File: src/rtl/fifoout_arb_pkg.sv
// fifoout_arb_pkg: arbiter state type, width helper and width limits shared
// by the burst arbiter and its round-robin picker.
package fifoout_arb_pkg;

    typedef enum logic [1:0] {
        IDLE  = 2'd0,
        BURST = 2'd1,
        FLUSH = 2'd2
    } arb_state_e;

    // Number of bits needed to index 'value' items (at least one bit).
    function automatic int clog2(input int value);
        int result;
        result = 0;
        while ((1 << result) < value) begin
            result = result + 1;
        end
        if (result == 0) begin
            result = 1;
        end
        return result;
    endfunction

    localparam int N_CH_MAX      = 8;
    localparam int BURST_LEN_MAX = 256;
    localparam int CH_W_MAX      = clog2(N_CH_MAX);
    localparam int BEAT_W_MAX    = clog2(BURST_LEN_MAX);

endpackage

File: src/rtl/fifoout_rr_pick.sv
// fifoout_rr_pick: combinational rotate-priority encoder. Returns the first
// asserted request at or after ptr, wrapping from N_CH-1 back to 0.
module fifoout_rr_pick
    import fifoout_arb_pkg::*;
#(
    parameter int N_CH = 4,
    parameter int CH_W = 2
) (
    input  logic [N_CH-1:0] req,
    input  logic [CH_W-1:0] ptr,
    output logic [CH_W-1:0] gnt_idx,
    output logic            any
);

    logic [CH_W-1:0] cand;

    // Channel index 'off' positions after 'base', modulo N_CH.
    function automatic logic [CH_W-1:0] wrap_idx(input logic [CH_W-1:0] base, input int off);
        int sum;
        sum = int'(base) + off;
        if (sum >= N_CH) begin
            sum = sum - N_CH;
        end
        return CH_W'(sum);
    endfunction

    // Scan from the farthest offset down so the nearest request wins.
    always_comb begin
        gnt_idx = '0;
        cand    = '0;
        any     = |req;
        for (int off = N_CH - 1; off >= 0; off--) begin
            cand = wrap_idx(ptr, off);
            if (req[cand]) begin
                gnt_idx = cand;
            end
        end
    end

endmodule

File: src/rtl/fifoout_burst_arb.sv
// fifoout_burst_arb: round-robin burst arbiter draining BURST_LEN words per
// grant from N_CH first-word-fall-through FIFOs onto one write port.
// Optional feature macro: FIFOOUT_ARB_TIMEOUT_EN -- ends a burst stalled for
// TIMEOUT cycles with a single zero-data last beat (FLUSH state).
module fifoout_burst_arb
    import fifoout_arb_pkg::*;
#(
    parameter int N_CH      = 4,
    parameter int DATA_W    = 32,
    parameter int BURST_LEN = 16,
    parameter int TIMEOUT   = 64
) (
    input  logic                     rd_clk,
    input  logic                     rd_rst,
    input  logic [N_CH*DATA_W-1:0]   ch_rd_data,
    input  logic [N_CH-1:0]          ch_rd_vld,
    output logic [N_CH-1:0]          ch_rd_en,
    output logic [DATA_W-1:0]        out_data,
    output logic                     out_vld,
    input  logic                     out_ready,
    output logic                     out_last,
    output logic [clog2(N_CH)-1:0]   out_ch,
    output logic                     busy
);

    localparam int CH_W   = clog2(N_CH);
    localparam int BEAT_W = clog2(BURST_LEN);
    localparam logic [BEAT_W-1:0] LAST_BEAT = BEAT_W'(BURST_LEN - 1);

    // Reject unsupported parameter sets at elaboration time.
    if (N_CH < 2 || CH_W > CH_W_MAX) begin : g_bad_nch
        $error("fifoout_burst_arb: N_CH must be 2..8");
    end
    if (BURST_LEN < 2 || BEAT_W > BEAT_W_MAX) begin : g_bad_burst
        $error("fifoout_burst_arb: BURST_LEN must be 2..256");
    end
    if (TIMEOUT < 1) begin : g_bad_timeout
        $error("fifoout_burst_arb: TIMEOUT must be at least 1");
    end

    arb_state_e        state_q, state_d;
    logic [CH_W-1:0]   grant_q, grant_d;
    logic [CH_W-1:0]   rr_ptr_q, rr_ptr_d;
    logic [BEAT_W-1:0] beat_cnt_q, beat_cnt_d;
    logic              busy_q;

    logic [CH_W-1:0]   pick_idx;
    logic              pick_any;
    logic [CH_W-1:0]   next_ptr;
    logic              grant_vld;
    logic [DATA_W-1:0] grant_data;
    logic              beat;

`ifdef FIFOOUT_ARB_TIMEOUT_EN
    localparam int STALL_W = clog2(TIMEOUT + 1);
    localparam logic [STALL_W-1:0] STALL_LIMIT = STALL_W'(TIMEOUT - 1);
    logic [STALL_W-1:0] stall_q, stall_d;
`endif

    fifoout_rr_pick #(
        .N_CH (N_CH),
        .CH_W (CH_W)
    ) u_pick (
        .req     (ch_rd_vld),
        .ptr     (rr_ptr_q),
        .gnt_idx (pick_idx),
        .any     (pick_any)
    );

    assign next_ptr   = (grant_q == CH_W'(N_CH - 1)) ? '0 : grant_q + 1'b1;
    assign grant_vld  = ch_rd_vld[grant_q];
    assign grant_data = ch_rd_data[int'(grant_q)*DATA_W +: DATA_W];
    assign busy       = busy_q && !rd_rst;

    // Next-state and output decode; outputs are forced quiet while in reset.
    always_comb begin
        state_d    = state_q;
        grant_d    = grant_q;
        rr_ptr_d   = rr_ptr_q;
        beat_cnt_d = beat_cnt_q;
        beat       = 1'b0;
        out_vld    = 1'b0;
        out_last   = 1'b0;
        out_data   = '0;
        out_ch     = '0;
        ch_rd_en   = '0;
`ifdef FIFOOUT_ARB_TIMEOUT_EN
        stall_d    = stall_q;
`endif
        case (state_q)
            IDLE: begin
                if (pick_any) begin
                    grant_d    = pick_idx;
                    beat_cnt_d = '0;
                    state_d    = BURST;
                end
`ifdef FIFOOUT_ARB_TIMEOUT_EN
                stall_d = '0;
`endif
            end
            BURST: begin
                out_vld           = grant_vld;
                out_data          = grant_data;
                out_ch            = grant_q;
                out_last          = grant_vld && (beat_cnt_q == LAST_BEAT);
                beat              = grant_vld && out_ready;
                ch_rd_en[grant_q] = beat;
                if (beat) begin
                    beat_cnt_d = beat_cnt_q + 1'b1;
                    if (beat_cnt_q == LAST_BEAT) begin
                        rr_ptr_d = next_ptr;
                        state_d  = IDLE;
                    end
                end
`ifdef FIFOOUT_ARB_TIMEOUT_EN
                if (beat) begin
                    stall_d = '0;
                end else if (!grant_vld) begin
                    if (stall_q == STALL_LIMIT) begin
                        stall_d = '0;
                        state_d = FLUSH;
                    end else begin
                        stall_d = stall_q + 1'b1;
                    end
                end
`endif
            end
`ifdef FIFOOUT_ARB_TIMEOUT_EN
            FLUSH: begin
                out_vld  = 1'b1;
                out_last = 1'b1;
                out_ch   = grant_q;
                if (out_ready) begin
                    rr_ptr_d = next_ptr;
                    state_d  = IDLE;
                end
            end
`endif
            default: begin
                state_d = IDLE;
            end
        endcase
        if (rd_rst) begin
            out_vld  = 1'b0;
            out_last = 1'b0;
            out_data = '0;
            out_ch   = '0;
            ch_rd_en = '0;
        end
    end

    // State, grant and round-robin registers with synchronous reset.
    always_ff @(posedge rd_clk) begin
        if (rd_rst) begin
            state_q    <= IDLE;
            grant_q    <= '0;
            rr_ptr_q   <= '0;
            beat_cnt_q <= '0;
            busy_q     <= 1'b0;
        end else begin
            state_q    <= state_d;
            grant_q    <= grant_d;
            rr_ptr_q   <= rr_ptr_d;
            beat_cnt_q <= beat_cnt_d;
            busy_q     <= (state_d != IDLE);
        end
    end

`ifdef FIFOOUT_ARB_TIMEOUT_EN
    // Stall counter for the burst timeout.
    always_ff @(posedge rd_clk) begin
        if (rd_rst) begin
            stall_q <= '0;
        end else begin
            stall_q <= stall_d;
        end
    end
`endif

endmodule

File: config.mk
export PLATFORM = sky130hd
export DESIGN_NAME = fifoout_burst_arb
export DESIGN_NICKNAME = d
export VERILOG_FILES = /design/src/rtl/fifoout_arb_pkg.sv /design/src/rtl/fifoout_rr_pick.sv /design/src/rtl/fifoout_burst_arb.sv
export SDC_FILE = /design/constraint.sdc
export NUM_CORES = 1
export LEC_CHECK = 0
export CAP_MARGIN = 20
export CORE_AREA = 2 2 83 85
export CTS_BUF_LIST = sky130_fd_sc_hd__clkbuf_8
export CTS_CLUSTER_SIZE = 24
export DETAILED_ROUTE_END_ITERATION = 16
export DIE_AREA = 0 0 85 87
export GPL_ROUTABILITY_DRIVEN = 0
export GPL_TIMING_DRIVEN = 0
export MAX_ROUTING_LAYER = met4
export PLACE_DENSITY = 0.84
export SLEW_MARGIN = 20
export SYNTH_ARGS = -nofsm -noshare
export SYNTH_HDL_FRONTEND = slang
export SYNTH_SLANG_ARGS = --single-unit
File: constraint.sdc
create_clock -name rd_clk -period 2.1 [get_ports rd_clk]
set_clock_uncertainty 0.15 [all_clocks]
set_input_delay 0.42 -clock rd_clk [delete_from_list [all_inputs] [get_ports rd_clk]]
set_output_delay 0.42 -clock rd_clk [all_outputs]
set_load 0.1 [all_outputs]
# Yosys cells after proc, flatten, opt, wreduce, memory -nomap -nowiden
# Index checks and enable logic that the tools add are counted.
[word_totals]
regBits = 11
inputBits = 135
out_inout_bits = 41
word_cells = 81
[op_classes]
addsub = 9
magnitude_cmp = 10
eq_ne = 5
shifts = 1
muxes = 38
bitwise = 1
n_reduce_logical = 12
[ops]
columns = ["operator", "n"]
rows = [
  ["$shiftx 128x8->32", 1],
  ["$mux 32", 2],
  ["$mux 2", 14],
  ["$mux 4", 4],
  ["$lt 2x3->1 const B", 5],
  ["$bmux 1 s2", 5],
  ["$mux 1", 10],
  ["$ge 3x3->1 const B", 3],
  ["$pmux 4 s2", 1],
  ["$sub 2x1->2 const B", 4],
  ["$add 2x2->3 const B", 2],
  ["$reduce_and 3->1", 2],
  ["$add 4x1->4 const B", 1],
  ["$and 4x4->4", 1],
  ["$eq 4x4->1 const B", 1],
  ["$logic_and 1x1->1", 4],
  ["$ne 2x2->1 const B", 2],
  ["$pmux 2 s2", 1],
  ["$reduce_bool 2->1", 2],
  ["$reduce_or 4->1", 1],
  ["$add 2x1->3 const B", 1],
  ["$ge 2x3->1 const B", 1],
  ["$add 2x1->2 const B", 1],
  ["$demux 1 s2", 1],
  ["other kinds (6)", 6],
]

# Longest topological paths before layout
[depth]
depth_word = 9
depth_mapped = 6
depth_no_buf = 5

# Cells and area by module
# Synthesis repeated with hierarchy kept, for this count alone.
[hier_totals]
hier_cells = 176
hier_area_um2 = 1801.7
[by_module_without_submodules]
columns = ["module", "instances", "cells_each", "area_each_um2", "seq_area_each_um2"]
rows = [
  ["fifoout_burst_arb", 1, 163, 1724.2, 220.2],
  ["fifoout_rr_pick", 1, 13, 77.6, 0.0],
]

# Least setup slack after synthesis
# OpenSTA, ideal clock, no wires.
[synth_path]
path_type = "register to output"
from = "register grant_q[0]"
to = "output port out_last"
arrival_time_ps = 5705
required_time_ps = 1530
slack_ps = -4175
path_stages_with_launch = 6
cell_sequence = "dfxtp_1 > buf_4 > buf_4 > inv_1 > and2_1 > a2111oi_0"
[synth_via]
elab_chain_len = 5
[synth_lines]
columns = ["item", "line_no", "rtl"]
rows = [
  ["from (decl)", "fifoout_burst_arb.sv:42", "logic [CH_W-1:0] grant_q, grant_d;"],
  ["from (signal assigned)", "fifoout_burst_arb.sv:162", "grant_q <= grant_d;"],
  ["$bmux 1 s2", "fifoout_burst_arb.sv:71", "assign grant_vld = ch_rd_vld[grant_q];"],
  ["$mux 1 (implied by the code)", "fifoout_burst_arb.sv:71", ""],
  ["$logic_and 1x1->1", "fifoout_burst_arb.sv:105", "out_last = grant_vld && (beat_cnt_q == LAST_BEAT);"],
  ["$mux 1", "fifoout_burst_arb.sv:90", "case (state_q)"],
  ["$mux 1", "fifoout_burst_arb.sv:143", "if (rd_rst) begin"],
  ["to (decl)", "fifoout_burst_arb.sv:21", "output logic out_last,"],
]
# No other way between the ends. The select of a mux whose other input is x is not followed.

# Worst setup path in the final report
[layout_path]
from = "register grant_q[0]"
to = "output port out_data[21]"
[layout_via]
elab_chain_len = 3
[layout_lines]
columns = ["item", "line_no", "rtl"]
rows = [
  ["$shiftx 128x8->32", "fifoout_burst_arb.sv:72", "assign grant_data = ch_rd_data[int'(grant_q)*DATA_W +: DATA_W];"],
  ["$mux 32", "fifoout_burst_arb.sv:90", ""],
  ["$mux 32", "fifoout_burst_arb.sv:143", ""],
  ["to (decl)", "fifoout_burst_arb.sv:18", "output logic [DATA_W-1:0] out_data,"],
]
# No other way between the ends.

==> impl_results.md <==
* Status: finished, violations left
* Failing checks: negative setup slack
* RSZ-0062 raised after global routing: true
* Post-Route Utilization at 0.689
* Worst r2r path cells at 7
* Area delta synth->final at 162%
* Nature of the critical path startpoint: flip-flop
* Share of layout cells above drive strength 1 at 0.478
* Met1 Use GR at 0.275
* Fmax at 429 MHz
* Routed vias at ~2400
* CP Max Fanout at 8
* Worst-Skew Late Latency at between 200 and 250 ps
* Initial core utilization at 0.263
* First-pass GRT wire length at roughly 14000 um
* Main synth FF type: dfxtp_1
* Hold slack at between 300 and 400 ps
* Met3 Use GR at 0.0711
* Largest net degree at the start of global routing at 11
* Synth unique cells at 38
* CP endpoint kind: output port
* Clock transition at path regs at roughly 50 ps
* Setup TNS at -5920 ps
* Dpl hpwl at around 6600 um
* CTS tree: yes
* Syn_area_per_cell at roughly 10 sq um
* Setup-failing EPs final at 38
* Detail Route Antenna Nets at 0
* Hold Path Cell Cnt at 2
* Initial antenna violation count at 0
* # IOs at approximately 180
* Maxcap violations at 0
* Die height at 87 um
* Num CTS Buffers at 3
* Mapped Cells at around 170
* Final cycle utilization of the critical path at 1.11
* Core Area at between 0.006 and 0.007 sq mm
* HP Class: flip-flop to flip-flop
* Mapped cell area at 0.00173 sq mm
* Hold path start: rr_ptr_q[0]
* Root Buffer Master: clkbuf_8
* All-Layer GR Usage at 0.264
* Fraction of registers with async set/reset at 0
* Fin. max-slew vios at 0
* Fin crit period at about 2300 ps
* Relative slew margins at 0.640
* Net count, final at 507
* CP Data Required Time at about 1500 ps
* Die footprint at 0.00740 sq mm
* Design Power at around 1.2 mW
* Yosys reg bits at 11
* Leakage at about 1.7 nW
* First-pass iteration count of the detailed router at 4
* Fill count at 419
* DRC at 0
* Net Count, Synth at 307
* Seq/Total Area, Yosys at 0.128
* Multi-input logic area at roughly 0.0016 sq mm
* FF-to-FF Start: grant_q[0]
* Storage element area at 231 sq um
* Clock buffer depth at 2
* Hold Violations, Final at 0
* Starting DRT DRC Count at 76
* EDFF count, synth at 0
* Crit path from: grant_q[0]
* Synth warn at 0
* WL/cell at 22.5 um
* Row count at 30
* P per Cell Area at around 270 mW/mm^2
* N_diodes at 0
* CP Data Arrival Time at between 1500 and 2000 ps
* Total grt overflow at 0
* Worst reg-to-reg setup slack at approximately 190 ps
* Drt via density at 5.27
* Worst Path Class, Setup: flip-flop to output port
* Routed WL at about 10000 um
* Htree depth at 1
* Die X at about 85 um
* Gr busiest metal: met2
* Port buffer count at 175
* Met2 Use GR at 0.491
* CTS Sinks at 11
* Worst reg2reg endpoint: rr_ptr_q[1]
* Worst vdd ir at ~0.44 mV
* Vias in the first global route at 2529
* Fin worst setup slack at -230 ps
* Worst slew pin tran at between 500 and 600 ps
* Worst hold endpoint: rr_ptr_q[0]
[metrics by stage]
step	std cells	setup WS (ps)	area [sq um]
2_1_floorplan	167	-448	1920
3_3_place_gp	422	-1830	3770
3_5_place_dp	422	-1870	3770
4_1_cts	446	-235	4510
5_1_grt	446	-270	4530
6_report	446	-230	4530
[report_power, final]
part           switching (mW)  internal, mW  total, mW  leakage, nW
sequential            0.00837         0.214      0.222       0.0918
clock                  0.0774         0.128      0.206       0.0269
combinational           0.303         0.486      0.789         1.58
total                   0.389         0.828       1.22         1.69
[critical path, cell delays in order (launching register included)]
cell and delay (ps):
dfxtp_4 360, buf_12 150, buf_12 130, mux4_2 530, and2_4 180, buf_12 160
[worst max path at each step]
stage	to	slack [ps]
floorplan	out_last	-450
global route	out_data[21]	-270
finish	out_data[21]	-230
global placement	out_data[13]	-1830
CTS	out_data[21]	-240
detailed placement	out_data[11]	-1870
[state kept, by name, summed over array words and instances (netlist names)]
name / cells
beat_cnt_q: 4
busy_q: 1
grant_q: 2
rr_ptr_q: 2
state_q: 2
[cell usage in the layout, fill, tap and decap left out, types with 2 or more instances in the layout]
cell	Yosys	routed
a211oi_1	3	2
a21boi_0	2	2
a21oi_1	7	7
and2_4	0	37
buf_12	0	43
buf_4	2	14
buf_6	1	4
clkbuf_2	0	4
clkbuf_4	0	5
clkbuf_8	0	7
clkdlybuf4s50_1	0	120
dfxtp_1	11	8
dfxtp_4	0	3
dlygate4sd2_1	0	9
ha_1	5	3
ha_2	0	2
inv_1	6	6
mux2i_4	0	2
mux4_2	32	32
nand2_1	4	3
nand2b_1	7	5
nand2b_4	0	2
nor2_1	9	5
nor2_4	0	3
o21ai_0	4	4
o221ai_1	2	2
[metal layers]
metal  vias up  share of wire
met5         -              0
met4         0          0.029
met3        24          0.083
met2       123           0.55
met1      1158           0.33
li1       1045              -
[logic make-up after synthesis]
logic type | Yosys count | share of synthesized area
and+or+nand+nor | 67 | 0.228
other | 1 | 0.00217
DFF | 11 | 0.128
buffers and inverters | 19 | 0.0515
muxes | 35 | 0.435
AOI/OAI and AO/OA | 29 | 0.119
adders and majority gates | 5 | 0.0363
[cells in the mapped netlist, types with 2 or more instances]
cell       n  area (sq um)
a211oi_1   3          22.5
mux4_2    32           721
buf_2      2          10.0
clkbuf_1   8          30.0
o221ai_1   2          17.5
o21ai_0    4          20.0
nor2_1     9          33.8
inv_1      6          22.5
ha_1       5          62.6
mux2i_1    3          30.0
a21oi_1    7          35.0
nand2_1    4          15.0
buf_4      2          15.0
dfxtp_1   11           220
and2_1    38           238
a21boi_0   2          15.0
nand2b_1   7          43.8
or2_2      2          12.5
[area by class of cell]
type	count	share of cell area
buffer	11	0.0348
clock buffer	3	0.00912
clock inverter	1	0.000829
inverter	6	0.00664
multi-input combinational	137	0.359
sequential	11	0.0511
tap	80	0.0221
timing repair buffer	197	0.516
[what timing repair did]
action | in CTS | in global routing
gates cloned | 4 | 1
hold buffers | 0 | 0
setup buffers | 16 | 1
pin swaps | 24 | 21
setup endpoints to repair | 44 | 39
gates resized for setup | 415 | 15
hold endpoints to repair | 0 | 0
No activity file was read; power rests on OpenSTA's default activity.
